File: config.mk
export PLATFORM = sky130hd
export DESIGN_NAME = cla_serial_addsub
export DESIGN_NICKNAME = d
export VERILOG_FILES = /design/src/rtl/cla_serial_addsub.sv
export SDC_FILE = /design/constraint.sdc
export NUM_CORES = 1
export LEC_CHECK = 0
export CORE_MARGIN = 5
export CORE_UTILIZATION = 47
export CTS_CLUSTER_SIZE = 24
export DETAILED_ROUTE_END_ITERATION = 12
export HOLD_SLACK_MARGIN = 0.08
export PLACE_DENSITY = 0.83
export SYNTH_ARGS = -nofsm -noshare
export SYNTH_HDL_FRONTEND = slang
export SYNTH_SLANG_ARGS = --single-unit
File: constraint.sdc
create_clock -name clk -period 1.5 [get_ports clk]
set_input_delay 0.375 -clock clk [delete_from_list [all_inputs] [get_ports clk]]
set_output_delay 0.375 -clock clk [all_outputs]
set_load 0.02 [all_outputs]
File: src/rtl/cla_serial_addsub.sv
// Multi-cycle adder/subtractor resolving CHUNK bits per clock with a
// carry-lookahead slice and a registered inter-chunk carry.
module cla_serial_addsub #(
  parameter int WIDTH = 32,
  parameter int CHUNK = 4
) (
  input  logic             clk,
  input  logic             reset_n,
  input  logic             in_valid,
  output logic             in_ready,
  input  logic [WIDTH-1:0] a,
  input  logic [WIDTH-1:0] b,
  input  logic             sub,
  input  logic             ci,
  output logic             out_valid,
  input  logic             out_ready,
  output logic [WIDTH-1:0] s,
  output logic             co,
  output logic             ov
);

  localparam int N  = WIDTH / CHUNK;
  localparam int CW = (N > 1) ? $clog2(N) : 1;

  typedef enum logic [1:0] {IDLE, RUN, DONE} state_t;

  state_t state_q, state_d;

  logic [WIDTH-1:0] a_q, b_q, acc_q, acc_d;
  logic [WIDTH-1:0] s_q;
  logic             carry_q, co_q, ov_q;
  logic [CW-1:0]    cnt_q;
  logic             last;

  logic [CHUNK-1:0] g, p, sum;
  logic [CHUNK:0]   c;
  logic             term, sop;

  assign last = (cnt_q == CW'(N - 1));

  // Flattened lookahead: every carry is a direct sum of products of g/p/c0
  always_comb begin
    g    = a_q[CHUNK-1:0] & b_q[CHUNK-1:0];
    p    = a_q[CHUNK-1:0] ^ b_q[CHUNK-1:0];
    c    = '0;
    c[0] = carry_q;
    term = 1'b0;
    sop  = 1'b0;
    for (int i = 0; i < CHUNK; i++) begin
      term = carry_q;
      for (int j = 0; j <= i; j++) term = term & p[j];
      sop = term;
      for (int j = 0; j <= i; j++) begin
        term = g[j];
        for (int k = j + 1; k <= i; k++) term = term & p[k];
        sop = sop | term;
      end
      c[i+1] = sop;
    end
    sum   = p ^ c[CHUNK-1:0];
    acc_d = (WIDTH'(sum) << (WIDTH - CHUNK)) | (acc_q >> CHUNK);
  end

  always_ff @(posedge clk) begin
    if (!reset_n) state_q <= IDLE;
    else          state_q <= state_d;
  end

  always_comb begin
    state_d = state_q;
    unique case (state_q)
      IDLE:    if (in_valid)  state_d = RUN;
      RUN:     if (last)      state_d = DONE;
      DONE:    if (out_ready) state_d = IDLE;
      default:                state_d = IDLE;
    endcase
  end

  always_comb begin
    in_ready  = (state_q == IDLE);
    out_valid = (state_q == DONE);
  end

  always_ff @(posedge clk) begin
    if (!reset_n) begin
      a_q     <= '0;
      b_q     <= '0;
      acc_q   <= '0;
      carry_q <= 1'b0;
      cnt_q   <= '0;
      s_q     <= '0;
      co_q    <= 1'b0;
      ov_q    <= 1'b0;
    end else begin
      unique case (state_q)
        IDLE: begin
          if (in_valid) begin
            a_q     <= a;
            b_q     <= b ^ {WIDTH{sub}};
            carry_q <= ci ^ sub;
            cnt_q   <= '0;
          end
        end
        RUN: begin
          a_q     <= a_q >> CHUNK;
          b_q     <= b_q >> CHUNK;
          acc_q   <= acc_d;
          carry_q <= c[CHUNK];
          cnt_q   <= cnt_q + CW'(1);
          if (last) begin
            s_q  <= acc_d;
            co_q <= c[CHUNK];
            ov_q <= c[CHUNK-1] ^ c[CHUNK];
          end
        end
        default: ;
      endcase
    end
  end

  assign s  = s_q;
  assign co = co_q;
  assign ov = ov_q;

endmodule

# After elaboration in Yosys (flattened, before gate mapping)
# Index checks and enable logic that the tools add are counted.
dict set report word_totals {
  ff_bits 136
  out_inout_bits 36
  word_cells 60
}
dict set report classes {
  n_addsub 1
  n_eq_ne 6
  mux 12
  n_bitwise 27
  reduce_logical 5
}
# cell n
set ops {}
lappend ops {{32-bit case mux with 2 select lines} 2}
lappend ops {{32-bit two-way mux} 2}
lappend ops {{32-bit by 28-bit bitwise OR with 32-bit output} 1}
lappend ops {{32-bit bitwise XOR} 1}
lappend ops {{1-bit AND} 10}
lappend ops {{1-bit bitwise OR} 10}
lappend ops {{4-bit bitwise XOR} 2}
lappend ops {{2-bit two-way mux} 3}
lappend ops {{2-bit case mux with 3 select lines} 1}
lappend ops {{3-bit case mux with 2 select lines} 1}
lappend ops {{4-bit AND} 1}
lappend ops {{2-bit inequality test (second input constant)} 2}
lappend ops {{2-bit AND reduction} 2}
lappend ops {{3-bit by 1-bit adder with 3-bit output (second input constant)} 1}
lappend ops {{3-bit == test (second input constant)} 1}
lappend ops {{3-bit two-way mux} 1}
lappend ops {{3-bit AND reduction} 1}
lappend ops {{2-bit by 1-bit == test with 1-bit output (second input constant)} 1}
lappend ops {{2-bit == test (second input constant)} 1}
lappend ops {{2-bit zero test} 1}
lappend ops {{2-bit by 1-bit inequality test with 1-bit output (second input constant)} 1}
lappend ops {{1-bit case mux with 2 select lines} 1}
lappend ops {{2-bit nonzero test} 1}
lappend ops {{1-bit bitwise XOR} 2}
lappend ops {{1-bit two-way mux} 1}

# Longest topological paths before layout
# Gate-level depths: netlist of run 1.
dict set report depth {
  depth_word 10
  ltp_mapped 7
}

# Worst setup path before layout of run 1
# OpenSTA, ideal clock, no wires.
dict set report synth_path {
  path_kind {register -> register}
  startpoint {register a_q[0]}
  endpoint {register s_q[30] (netlist: s[30])}
  setup_time_ps 87
  t_arrival_ps 1484
  required_ps 1413
  slack_ps -71
  path_stages_with_launch 6
  period_less_slack_ps 1571
  path_cell_list {dfxtp_1 -> ha_1 -> ha_1 -> o211ai_1 -> o211ai_1 -> o31ai_1}
}
dict set report synth_via {
  elab_chain_cells 7
}
# element line_no
set synth_lines {}
lappend synth_lines {{start, declared} 29} ;# logic [WIDTH-1:0] a_q, b_q, acc_q, acc_d;
lappend synth_lines {{start signal, assigned} 105} ;# a_q <= a_q >> CHUNK;
lappend synth_lines {{4-bit bitwise XOR} 44} ;# p = a_q[CHUNK-1:0] ^ b_q[CHUNK-1:0];
lappend synth_lines {{1-bit AND (2 in series)} 51} ;# for (int j = 0; j <= i; j++) term = term & p[j];
lappend synth_lines {{1-bit bitwise OR (*) (2 in series)} 56} ;# sop = sop | term;
lappend synth_lines {{4-bit bitwise XOR (*)} 60} ;# sum = p ^ c[CHUNK-1:0];
lappend synth_lines {{32-bit by 28-bit bitwise OR with 32-bit output (*)} 61} ;# acc_d = (WIDTH'(sum) << (WIDTH - CHUNK)) | (acc_q >> CHUNK);
lappend synth_lines {{end signal, assigned} 91} ;# s_q <= '0;
lappend synth_lines {{end signal, assigned} 111} ;# s_q <= acc_d;
lappend synth_lines {{end, declared} 30} ;# logic [WIDTH-1:0] s_q;
# Every way passes the cells marked *; elsewhere a longest branch is shown, timed or not.
# A chain may end at the register's enable or synchronous reset.

# Final worst setup path of run 1
dict set report layout_path {
  startpoint {register a_q[0]}
  endpoint {register acc_q[30]}
}
dict set report layout_via {
  elab_chain_cells 7
}
# element line_no
set layout_lines {}
lappend layout_lines {{4-bit bitwise XOR} 44}
lappend layout_lines {{1-bit AND (2 in series)} 51}
lappend layout_lines {{1-bit bitwise OR (*) (2 in series)} 56}
lappend layout_lines {{4-bit bitwise XOR (*)} 60}
lappend layout_lines {{32-bit by 28-bit bitwise OR with 32-bit output (*)} 61}
lappend layout_lines {{end signal, assigned} 88} ;# acc_q <= '0;
lappend layout_lines {{end signal, assigned} 107} ;# acc_q <= acc_d;
lappend layout_lines {{end, declared} 29}
# Marks and branches as above.

==> results.txt, run 1 <==
----------------------------------------------------
[Drt]
  Vias ... 5207
  Number of remaining DRC errors ... 0
  Avg Vias per Cell ... 5.74
  1st-iter DRT viols ... 449
  Number of detailed-route iterations in the first pass ... 5
  Detail Route Antenna Nets ... 0
  Wire length per cell ... 17.4 um
  Wire length after detailed routing ... 15800 um

[CTS]
  Clock latency reported for the late side of the worst-skew pair ... 420 ps
  Root buffer selected by CTS ... sky130_fd_sc_hd__clkbuf_16
  Maximum number of buffers from clock root to sink ... 2
  Clock-pin slew reported for the worst setup and hold paths after clock tree synthesis ... 60 ps
  Clock tree from TritonCTS ... yes
  H-Tree Level Count ... 4
  Number of buffers inserted during clock tree synthesis ... 17
  Hold-fix buffers at CTS ... 0
  Count of clock tree sinks ... 132

[Power]
  Max rail drop VDD ... 0.595 mV
  Static leakage power ... 3.08 nW
  Power density of the placed cells ... 1160 mW/mm^2

[Global route]
  Met1 track utilization from global routing ... 24.8%
  Grt met3 use ... 5.14%
  Global route total overflow ... 0
  Number of global-route vias before repair ... 5082
  Maximum number of pins on one net before global-route repair ... 35
  Total Routing Usage GR ... 20.2%
  First-pass GRT wire length ... 24100 um
  Number of antenna violations at the first check in global routing ... 0
  Met2 Use GR ... 34.7%
  Layer with the highest usage ... met2

[Logic synthesis]
  Synth Net Count ... 713
  Top post-synthesis cells by count ... 132 x sky130_fd_sc_hd__dfxtp_1, 110 x sky130_fd_sc_hd__nand2_1, 85 x sky130_fd_sc_hd__a21oi_1, 42 x sky130_fd_sc_hd__nor2_1, 38 x sky130_fd_sc_hd__a22oi_1
  Sequential-to-total area share from yosys stat ... 46.3%
  Number of synthesized flops with an enable pin ... 0
  Average footprint of a synthesized cell ... 8.99 um^2
  Synth area leader ... sky130_fd_sc_hd__dfxtp_1
  Synthesis Warnings ... 0
  Top-area cell type share of the netlist area ... 46.3%
  Post-Synthesis Cells ... 635
  Fraction of synthesis flops using an asynchronous set or reset pin ... 0%
  Area of the mapped netlist ... 0.00571 mm^2
  Count of distinct cell types in the synthesized netlist ... 43
  Dominant cell by count in the synthesized netlist ... sky130_fd_sc_hd__dfxtp_1
  Most used DFF post-synth ... sky130_fd_sc_hd__dfxtp_1
  Area contributors post-synth ... sky130_fd_sc_hd__dfxtp_1 46%, sky130_fd_sc_hd__a21oi_1 7.4%, sky130_fd_sc_hd__nand2_1 7.2%
  Synthesis-stage register bit count ... 132

[Die]
  Standard-cell row count ... 40
  Top Ports ... 106
  Die Height ... 120 um
  Die Footprint ... 0.0145 mm^2
  Initial core utilization ... 47.7%
  Horizontal extent of the die ... 120 um
  Core box area ... 0.0120 mm^2

[Outcome]
  Violations in the final reports ... negative setup slack
  Outcome ... finished with violations

[Placement]
  RD Place Congestion ... 0.797
  Area of placed instances ... 0.00712 mm^2
  Post-DP HPWL ... 9660 um
  Worst slack at placement ... -291 ps
  Count of buffers inserted at the top-level ports ... 105

[Critical path]
  Category of the most critical setup path ... flip-flop to flip-flop
  Worst path required time ... 1770 ps
  Launching element type of the critical path ... flip-flop
  CP Data Arrival Time ... 1920 ps
  Largest fanout on the critical path ... 2
  Endpoint class of the critical path ... flip-flop

[Timing]
  Final setup TNS ... -631 ps
  Min cycle time layout ... 1650 ps
  Post-route fraction of the period consumed by the critical path ... 110%
  Slew margin rel. ... 71.7%
  Count of pins over their slew limit ... 0
  Total setup violations reported at the end of the flow ... 6
  RSZ-0062 raised after global routing ... yes
  Slew at the pin closest to its max-slew limit ... 424 ps
  Final Skew ... 11.2 ps
  Worst-case setup margin in the final layout ... -151 ps
  Final hold violation count ... 0
  Highest clock rate ... 606 MHz

[Cells and area]
  # nets final ... 825
  Multi-input gate area in the final layout ... 0.00288 mm^2
  Area Growth Syn to Fin ... 39.9%
  Final design instance area without fill ... 0.00799 mm^2
  Share of final-layout standard cells stronger than drive strength 1 ... 18.3%
  N_diodes ... 0
  Fill count ... 861
  Storage cell area ... 0.00266 mm^2

[Run]
  Number of max-capacitance violations reported ... 0

[Worst hold path]
  Path category of the worst min-delay check ... flip-flop to flip-flop

----------------------------------------------------
==> final timing paths <==
| kind | end | slack, ps | start | cells past startpoint |
|---|---|---|---|---|
| worst max-delay path | acc_q[30]$_SDFFE_PN0P_ | -150 | a_q[0]$_SDFFE_PN0P_ | 6 |
| worst min-delay path | s[21]$_SDFFE_PN0P_ | 450 | s[21]$_SDFFE_PN0P_ | 2 |
| worst max register to register | acc_q[30]$_SDFFE_PN0P_ | -150 | a_q[0]$_SDFFE_PN0P_ | 6 |
| worst min register to register | s[21]$_SDFFE_PN0P_ | 450 | s[21]$_SDFFE_PN0P_ | 2 |
==> cell usage in the layout (no fill, tap or decap), types with 3 or more instances in the layout <==
master	instances
sky130_fd_sc_hd__clkbuf_2	3
sky130_fd_sc_hd__nand2b_1	4
sky130_fd_sc_hd__o2bb2ai_1	28
sky130_fd_sc_hd__o221a_2	22
sky130_fd_sc_hd__nand2_1	110
sky130_fd_sc_hd__a22oi_1	38
sky130_fd_sc_hd__xor2_1	33
sky130_fd_sc_hd__clkdlybuf4s50_1	68
sky130_fd_sc_hd__a21oi_2	6
sky130_fd_sc_hd__dlygate4sd2_1	23
sky130_fd_sc_hd__ha_4	6
sky130_fd_sc_hd__buf_4	23
sky130_fd_sc_hd__bufinv_16	3
sky130_fd_sc_hd__clkdlybuf4s15_1	8
sky130_fd_sc_hd__clkinv_4	3
sky130_fd_sc_hd__a21oi_1	79
sky130_fd_sc_hd__nor2_1	41
sky130_fd_sc_hd__dfxtp_2	3
sky130_fd_sc_hd__inv_6	5
sky130_fd_sc_hd__buf_12	19
sky130_fd_sc_hd__dfxtp_4	3
sky130_fd_sc_hd__dfxtp_1	126
sky130_fd_sc_hd__o221a_1	6
sky130_fd_sc_hd__nor2b_1	29
sky130_fd_sc_hd__clkbuf_16	20
sky130_fd_sc_hd__nand3_1	5
==> critical path, stage by stage, from the launching register on <==
cell and delay (ps):
sky130_fd_sc_hd__dfxtp_2 350, sky130_fd_sc_hd__ha_4 240, sky130_fd_sc_hd__ha_4 160, sky130_fd_sc_hd__buf_4 130, sky130_fd_sc_hd__o21a_1 200, sky130_fd_sc_hd__o211ai_1 270
sky130_fd_sc_hd__o21ai_1 150
==> flip-flops by register name (all words and copies together) (netlist names) <==
register  cells
cnt_q         3
carry_q       1
a_q          32
state_q       2
s            32
ov            1
co            1
acc_q        28
b_q          32
==> final cells by class <==
cell class              count  area share (%)
well taps                 147            2.30
clock buffers              19            5.67
repair buffers            151            20.6
clock inverters            13            2.13
flip-flops and latches    132            33.3
multi-input cells         444            36.0
inverters                   1          0.0470
==> what timing repair did <==
action	CTS	global route
endpoints found under the setup margin	55	102
setup buffers	1	4
gates cloned	0	3
hold endpoints to repair	0	0
gates resized for setup	53	46
pin swaps	6	8
==> logic make-up after synthesis <==
family / synth area share (%)
simple gates: 15.7
fa+ha+maj: 1.88
compound gates: 24.9
flops: 46.3
mux: 0.175
buf+inv: 5.83
xor+xnor: 5.21
==> report_power, final <==
| group | leakage, nW | internal (mW) | total (mW) | switching (mW) |
|---|---|---|---|---|
| clock network | 0.309 | 2.73 | 4.34 | 1.61 |
| logic | 1.69 | 0.592 | 1.12 | 0.527 |
| registers | 1.08 | 3.67 | 3.79 | 0.119 |
| total | 3.08 | 6.99 | 9.24 | 2.25 |
==> metrics by stage <==
| stage | utilization (%) | power, mW | hold WS [ps] | std cells |
|---|---|---|---|---|
| after CTS | 64.9 | 9.19 | 449 | 900 |
| after floorplan | - | 4.44 | 432 | 635 |
| after global routing | 66.8 | 9.53 | 477 | 907 |
| after global placement | 59.5 | 4.83 | 441 | 867 |
| after detailed placement | 59.5 | 4.87 | 444 | 867 |
| final | 66.8 | 9.24 | 451 | 907 |
==> metal layers <==
metal | routed length (um) | vias to the layer above
li1 | - | 2468
met1 | 6200 | 2477
met2 | 8020 | 219
met3 | 1040 | 43
met4 | 490 | 0
met5 | 0 | -
No activity file was read; power rests on OpenSTA's default activity.
==> inputs of run 2 (changes only) <==
ABC_AREA = 1   (was default)
GPL_TIMING_DRIVEN = 1   (was default)
==> run 2 against run 1 <==
The run now ends clean. Total power is 5.2% lower. Sequential share of layout area is 2.4 points higher. Worst setup slack better by 190 ps. Combinational power is 12% lower. Worst hold slack worse by 140 ps. Die area is 4.1% lower. Critical path depth is 5 lower. Critical endpoint is now s[29]. Highest routed layer unchanged.
==> results.txt, run 2 <==
----------------------------------------------------
[Outcome]
  Outcome ... complete, no violations

[Drt]
  Vias ... 5004
  Avg Vias per Cell ... 5.09
  Wire length after detailed routing ... 13600 um
  Number of remaining DRC errors ... 0
  1st-iter DRT viols ... 346
  Number of detailed-route iterations in the first pass ... 6
  Detail Route Antenna Nets ... 0
  Wire length per cell ... 13.8 um

[Logic synthesis]
  Most used DFF post-synth ... sky130_fd_sc_hd__dfxtp_1
  Top-area cell type share of the netlist area ... 48.5%
  Sequential-to-total area share from yosys stat ... 48.5%
  Synthesis-stage register bit count ... 132
  Number of synthesized flops with an enable pin ... 0
  Area contributors post-synth ... sky130_fd_sc_hd__dfxtp_1 48%, sky130_fd_sc_hd__nand2_1 13%, sky130_fd_sc_hd__nor2_1 8.3%
  Compound-cell area share of the yosys netlist ... 14.5%
  Post-Synthesis Cells ... 718
  Synthesized-area fraction occupied by xor and xnor cells ... 5.62%
  Dominant cell by count in the synthesized netlist ... sky130_fd_sc_hd__nand2_1
  Average footprint of a synthesized cell ... 7.60 um^2
  Share of synthesized cell area in and, or, nand and nor gates ... 22.8%
  Share of synthesized area spent on multiplexers ... 0%
  Top post-synthesis cells by count ... 192 x sky130_fd_sc_hd__nand2_1, 132 x sky130_fd_sc_hd__dfxtp_1, 120 x sky130_fd_sc_hd__nor2_1, 64 x sky130_fd_sc_hd__o21ai_0, 43 x sky130_fd_sc_hd__a31oi_1
  Synthesis Warnings ... 0
  Area of the mapped netlist ... 0.00545 mm^2
  Combinational family with the most area after synthesis ... simple AND/OR/NAND/NOR gates
  Synth area leader ... sky130_fd_sc_hd__dfxtp_1
  Count of distinct cell types in the synthesized netlist ... 27
  Fraction of synthesis flops using an asynchronous set or reset pin ... 0%
  Synth Net Count ... 796
  Adder and majority cell fraction of the synthesized area ... 1.97%

[Critical path]
  CP Data Arrival Time ... 1090 ps
  Largest stage delay, worst path ... 370 ps
  Destination of the worst register-to-register timing path ... co$_SDFFE_PN0P_
  Launching element type of the critical path ... flip-flop
  Crit path buf inv count ... 1
  Category of the most critical setup path ... flip-flop to primary output
  Crit Reg-Reg Startpoint ... b_q[0]$_SDFFE_PN0P_
  Worst path required time ... 1120 ps
  Largest fanout on the critical path ... 2
  Setup slack of the worst register-to-register path ... 70 ps
  Top cell family by delay on the critical path ... flip-flops
  Cell with the largest stage delay on the worst path ... sky130_fd_sc_hd__dfxtp_1
  Endpoint class of the critical path ... primary output
  Number of cell instances on the worst register-to-register path ... 8
  Cell Chain, Critical Path ... clkdlybuf4s15_1

[Global route]
  Number of global-route vias before repair ... 4692
  First-pass GRT wire length ... 22000 um
  Total Routing Usage GR ... 18.9%
  Number of antenna violations at the first check in global routing ... 0
  Maximum number of pins on one net before global-route repair ... 40
  Global route total overflow ... 0

[Cells and area]
  Final design instance area without fill ... 0.00743 mm^2
  Fill count ... 934
  Fin cells ... 984
  Most frequent cells in the layout ... 190 x sky130_fd_sc_hd__nand2_1, 129 x sky130_fd_sc_hd__dfxtp_1, 119 x sky130_fd_sc_hd__nor2_1
  Share of final-layout standard cells stronger than drive strength 1 ... 11.3%
  Final core occ ... 65.0%
  # nets final ... 907
  N_diodes ... 0
  Area Growth Syn to Fin ... 36.2%
  Most common cell after layout, fill and taps aside ... sky130_fd_sc_hd__nand2_1

[Timing]
  Worst-case setup margin in the final layout ... 34.8 ps
  Final worst hold slack ... 307 ps
  Post-route fraction of the period consumed by the critical path ... 97.7%
  Final hold violation count ... 0
  Count of pins over their slew limit ... 0
  Highest clock rate ... 682 MHz
  Final Skew ... 12.3 ps
  Total setup violations reported at the end of the flow ... 0
  Slew at the pin closest to its max-slew limit ... 298 ps
  RSZ-0062 raised after global routing ... yes
  Slew margin rel. ... 80.2%
  Final setup TNS ... 0 ps
  Min cycle time layout ... 1470 ps

[CTS]
  Clock latency reported for the late side of the worst-skew pair ... 410 ps
  Number of buffers inserted during clock tree synthesis ... 17
  H-Tree Level Count ... 4
  Maximum number of buffers from clock root to sink ... 2
  Count of clock tree sinks ... 132
  Clock tree from TritonCTS ... yes
  Clock-pin slew reported for the worst setup and hold paths after clock tree synthesis ... 50 ps
  Root buffer selected by CTS ... sky130_fd_sc_hd__clkbuf_16

[Die]
  Standard-cell row count ... 39
  Die Height ... 118 um
  Initial core utilization ... 47.8%
  Core box area ... 0.0114 mm^2
  Die Footprint ... 0.0139 mm^2
  Top Ports ... 106
  Horizontal extent of the die ... 118 um

[Power]
  Sequential group share of total power ... 43.4%
  Power density of the placed cells ... 1180 mW/mm^2
  Reported net switching power ... 2.12 mW
  Proportion of total power due to net switching ... 24.2%
  Cell-internal power ... 6.64 mW
  Part of the total power dissipated in combinational logic ... 11.2%
  Static leakage power ... 3.07 nW
  Max rail drop VDD ... 0.724 mV
  Final Total Pwr ... 8.76 mW
  Proportion of power drawn by the clock network ... 45.4%

[Run]
  Number of max-capacitance violations reported ... 0

[Worst hold path]
  Worst Min Path Start ... reset_n
  End of the worst hold path ... ov$_SDFFE_PN0P_
  Path category of the worst min-delay check ... input pin to flip-flop
  Hold path cells ... 3

[Placement]
  Post-DP HPWL ... 8880 um
  Count of buffers inserted at the top-level ports ... 105
  RD Place Congestion ... 0.829
  Area of placed instances ... 0.00678 mm^2
  Inst Count DP ... 952
  Worst slack at placement ... -224 ps

----------------------------------------------------
==> run 2: cell count changes in the layout (fill, tap and decap cells not counted), moves of 30 or more <==
cell / previous run / this run
sky130_fd_sc_hd__nand2_1: 110 / 190
sky130_fd_sc_hd__nor2_1: 41 / 119
sky130_fd_sc_hd__a21oi_1: 79 / 15
sky130_fd_sc_hd__o21ai_0: 2 / 62
sky130_fd_sc_hd__a31oi_1: 1 / 43
sky130_fd_sc_hd__a22oi_1: 38 / 4
sky130_fd_sc_hd__inv_1: 0 / 30
==> run 2: layout make-up <==
class                      instances  area [um^2]  share of cell area [%]
tap                              143          179                    2.41
sequential                       132         2650                    35.6
timing repair buffer             138         1360                    18.2
inverter                          36          143                    1.92
multi-input combinational        504         2530                    34.1
clock buffer                      18          439                    5.91
clock inverter                    13          134                    1.80
==> run 2: repair_timing <==
| action | 4_1_cts | 5_1_grt |
|---|---|---|
| hold buffers | 0 | 0 |
| gates cloned | 0 | 1 |
| pin swaps | 2 | 9 |
| hold endpoints to repair | 0 | 0 |
| setup endpoints to repair | 38 | 96 |
| setup buffers | 0 | 0 |
| resized for setup | 49 | 30 |
==> run 2: kinds of logic after synthesis <==
logic type	count (synthesis)
xor+xnor	35
compound gates	138
fa+ha+maj	8
buf+inv	82
simple gates	323
flops	132
==> run 2: per-layer routing <==
layer | wire, um | global-route usage, % | vias up
li1 | - | - | 2538
met1 | 5830 | 24.3 | 2269
met2 | 6650 | 30.2 | 178
met3 | 888 | 4.81 | 19
met4 | 228 | 7.96 | 0
met5 | 0 | 0 | -
==> run 2: worst max path at each step <==
stage / from / endpoint / cells past startpoint
2_1_floorplan: state_q[0]$_SDFFE_PN0P_ / a_q[27]$_SDFFE_PN0P_ / 6
3_3_place_gp: in_valid / b_q[9]$_SDFFE_PN0P_ / 7
3_5_place_dp: in_valid / a_q[1]$_SDFFE_PN0P_ / 7
4_1_cts: state_q[1]$_SDFFE_PN0P_ / b_q[13]$_SDFFE_PN0P_ / 8
5_1_grt: b_q[0]$_SDFFE_PN0P_ / co$_SDFFE_PN0P_ / 8
6_report: s[29]$_SDFFE_PN0P_ / s[29] / 1
==> run 2: worst reg2reg max path, cell delays in order (launching register included) <==
cell	delay, ps
sky130_fd_sc_hd__dfxtp_2	340
sky130_fd_sc_hd__ha_4	240
sky130_fd_sc_hd__ha_4	160
sky130_fd_sc_hd__nand3_2	50
sky130_fd_sc_hd__nand4_1	190
sky130_fd_sc_hd__nand2_1	130
sky130_fd_sc_hd__nand2_2	70
sky130_fd_sc_hd__o21ai_1	110
sky130_fd_sc_hd__inv_1	50
==> run 2: power by group through the flow <==
stage | clock (mW) | sequential (mW) | combinational (mW)
final | 3.97 | 3.80 | 0.984
after global routing | 4.15 | 3.82 | 1.09
after CTS | 4.01 | 3.79 | 0.947
after detailed placement | 0 | 3.86 | 0.934
after global placement | 0 | 3.86 | 0.914
after floorplan | 0 | 3.84 | 0.549
==> inputs of run 3 (changes only) <==
ABC_AREA = default   (was 1)
CORE_UTILIZATION = 35   (was 47)
PLACE_DENSITY = 0.66   (was 0.83)
==> run 3 against run 2 <==
Sequential cell count stayed put. Utilization is 15 points lower. Total power is 0.41% lower. Non-clock buffer count is 9 higher. Worst hold slack better by 140 ps. Largest power group unchanged. Combinational power is 9% higher. Clock skew is 4.0 ps lower. Fmax is 1.1% lower. Sequential power hardly changed. Final area is 8.1% higher. Critical endpoint is now out_valid. Global-route usage is 3.9 points lower.
==> results.txt, run 3 (same netlist as run 1, synthesis figures left out) <==
----------------------------------------------------
[Critical path]
  Crit path buf inv count ... 1
  Cell Chain, Critical Path ... nor2b_4, buf_6
  Category of the most critical setup path ... flip-flop to primary output
  CP Data Arrival Time ... 1110 ps
  Largest stage delay, worst path ... 400 ps
  Top cell family by delay on the critical path ... flip-flops
  Worst path required time ... 1120 ps
  Endpoint class of the critical path ... primary output
  Cell with the largest stage delay on the worst path ... sky130_fd_sc_hd__dfxtp_4
  Largest fanout on the critical path ... 4
  Launching element type of the critical path ... flip-flop

[Placement]
  Count of buffers inserted at the top-level ports ... 105
  Worst slack at placement ... -295 ps
  RD Place Congestion ... 0.754
  Post-DP HPWL ... 9640 um
  Area of placed instances ... 0.00714 mm^2

[CTS]
  Clock latency reported for the late side of the worst-skew pair ... 410 ps
  Clock tree from TritonCTS ... yes
  Clock-pin slew reported for the worst setup and hold paths after clock tree synthesis ... 50 ps
  Maximum number of buffers from clock root to sink ... 2
  Number of buffers inserted during clock tree synthesis ... 17
  Count of clock tree sinks ... 132
  Root buffer selected by CTS ... sky130_fd_sc_hd__clkbuf_16
  H-Tree Level Count ... 4

[Timing]
  Post-route fraction of the period consumed by the critical path ... 98.7%
  Final hold violation count ... 0
  Total setup violations reported at the end of the flow ... 0
  Highest clock rate ... 675 MHz
  RSZ-0062 raised after global routing ... yes
  Final Skew ... 8.29 ps
  Slew at the pin closest to its max-slew limit ... 302 ps
  Worst-case setup margin in the final layout ... 19.1 ps
  Final setup TNS ... 0 ps
  Slew margin rel. ... 79.7%
  Count of pins over their slew limit ... 0
  Min cycle time layout ... 1480 ps

[Drt]
  Wire length after detailed routing ... 14800 um
  1st-iter DRT viols ... 269
  Number of detailed-route iterations in the first pass ... 5
  Avg Vias per Cell ... 5.05
  Number of remaining DRC errors ... 0
  Vias ... 4900
  Wire length per cell ... 15.3 um
  Detail Route Antenna Nets ... 0

[Outcome]
  Outcome ... complete, no violations

[Cells and area]
  Fill count ... 1431
  Area Growth Syn to Fin ... 40.6%
  Final design instance area without fill ... 0.00803 mm^2
  Most frequent cells in the layout ... 126 x sky130_fd_sc_hd__dfxtp_1, 101 x sky130_fd_sc_hd__nand2_1, 68 x sky130_fd_sc_hd__clkdlybuf4s50_1
  # nets final ... 821
  Most common cell after layout, fill and taps aside ... sky130_fd_sc_hd__dfxtp_1
  N_diodes ... 0
  Share of final-layout standard cells stronger than drive strength 1 ... 20.0%
  Final core occ ... 50.4%

[Run]
  Number of max-capacitance violations reported ... 0

[Worst hold path]
  Path category of the worst min-delay check ... flip-flop to flip-flop

[Power]
  Static leakage power ... 2.98 nW
  Power density of the placed cells ... 1090 mW/mm^2
  Final Total Pwr ... 8.72 mW
  Max rail drop VDD ... 0.866 mV

[Global route]
  Number of antenna violations at the first check in global routing ... 0
  Grt met3 use ... 5.19%
  Met2 Use GR ... 23.4%
  First-pass GRT wire length ... 22800 um
  Number of global-route vias before repair ... 4683
  Total Routing Usage GR ... 15.0%
  Maximum number of pins on one net before global-route repair ... 37
  Layer with the highest usage ... met2
  Global route total overflow ... 0
  Met1 track utilization from global routing ... 19.5%

[Die]
  Initial core utilization ... 35.8%
  Standard-cell row count ... 46
  Die Footprint ... 0.0190 mm^2
  Die Height ... 138 um
  Top Ports ... 106
  Core box area ... 0.0159 mm^2
  Horizontal extent of the die ... 138 um

----------------------------------------------------
[run 3: cell types whose count changed in the layout (fill, tap and decap cells not counted), moves of 13 or more]
cell and change:
sky130_fd_sc_hd__a21oi_1 +52, sky130_fd_sc_hd__inv_1 -30, sky130_fd_sc_hd__o221a_2 +22, sky130_fd_sc_hd__o21ai_0 -61, sky130_fd_sc_hd__a22oi_1 +34, sky130_fd_sc_hd__o2bb2ai_1 +28
sky130_fd_sc_hd__xor2_1 +13, sky130_fd_sc_hd__nor2_1 -77, sky130_fd_sc_hd__nand2_1 -89, sky130_fd_sc_hd__nor2b_1 +28, sky130_fd_sc_hd__a31oi_1 -42, sky130_fd_sc_hd__dlygate4sd2_1 -16
sky130_fd_sc_hd__xnor2_1 -13, sky130_fd_sc_hd__a21oi_2 +18
[run 3: metrics by stage]
stage	hold slack, ps	cells
finish	450	971
global route	464	971
CTS	451	963
detailed placement	444	931
global placement	443	931
floorplan	432	635
[run 3: power breakdown]
group / switching (mW) / internal, mW
combinational: 0.498 / 0.572
clock: 1.39 / 2.48
sequential: 0.109 / 3.67
total: 2.00 / 6.72
[run 3: final timing paths]
path | startpoint | endpoint | slack, ps | cells past startpoint
worst max-delay path | state_q[1]$_SDFFE_PN0P_ | out_valid | 20 | 2
worst min-delay path | s[10]$_SDFFE_PN0P_ | s[10]$_SDFFE_PN0P_ | 450 | 2
worst min register to register | s[10]$_SDFFE_PN0P_ | s[10]$_SDFFE_PN0P_ | 450 | 2
worst max register to register | a_q[0]$_SDFFE_PN0P_ | acc_q[29]$_SDFFE_PN0P_ | 40 | 4
[run 3: worst register-to-register path, delay by kind of cell (launching register included)]
| kind | cells | cell delay [ps] |
|---|---|---|
| AO/OA/AOI/OAI | 1 | 120 |
| XOR/XNOR | 1 | 300 |
| adder cells (fa/ha/maj) | 1 | 430 |
| buffers and inverters | 1 | 150 |
| flip-flops | 1 | 340 |
[run 3: timing repair]
item,4_1_cts,5_1_grt
setup endpoints to repair,111,145
hold buffers,0,0
buffers inserted,1,3
gates resized for setup,50,84
gates cloned,0,5
pin swaps,3,15
[run 3: final cells by class]
cell class	count	area (um^2)	area share, %
tap	216	270	3.37
clock buffer	27	513	6.39
timing repair buffer	147	1620	20.2
sequential	132	2660	33.1
inverter	1	3.75	0.0467
multi-input combinational	444	2920	36.4
clock inverter	4	45.0	0.561
[run 3: metal layers]
metal / vias to the layer above / part of all wire (%)
met3: 15 / 6.1
met5: - / 0
met4: 0 / 1.4
li1: 2455 / -
met2: 129 / 48
met1: 2301 / 45
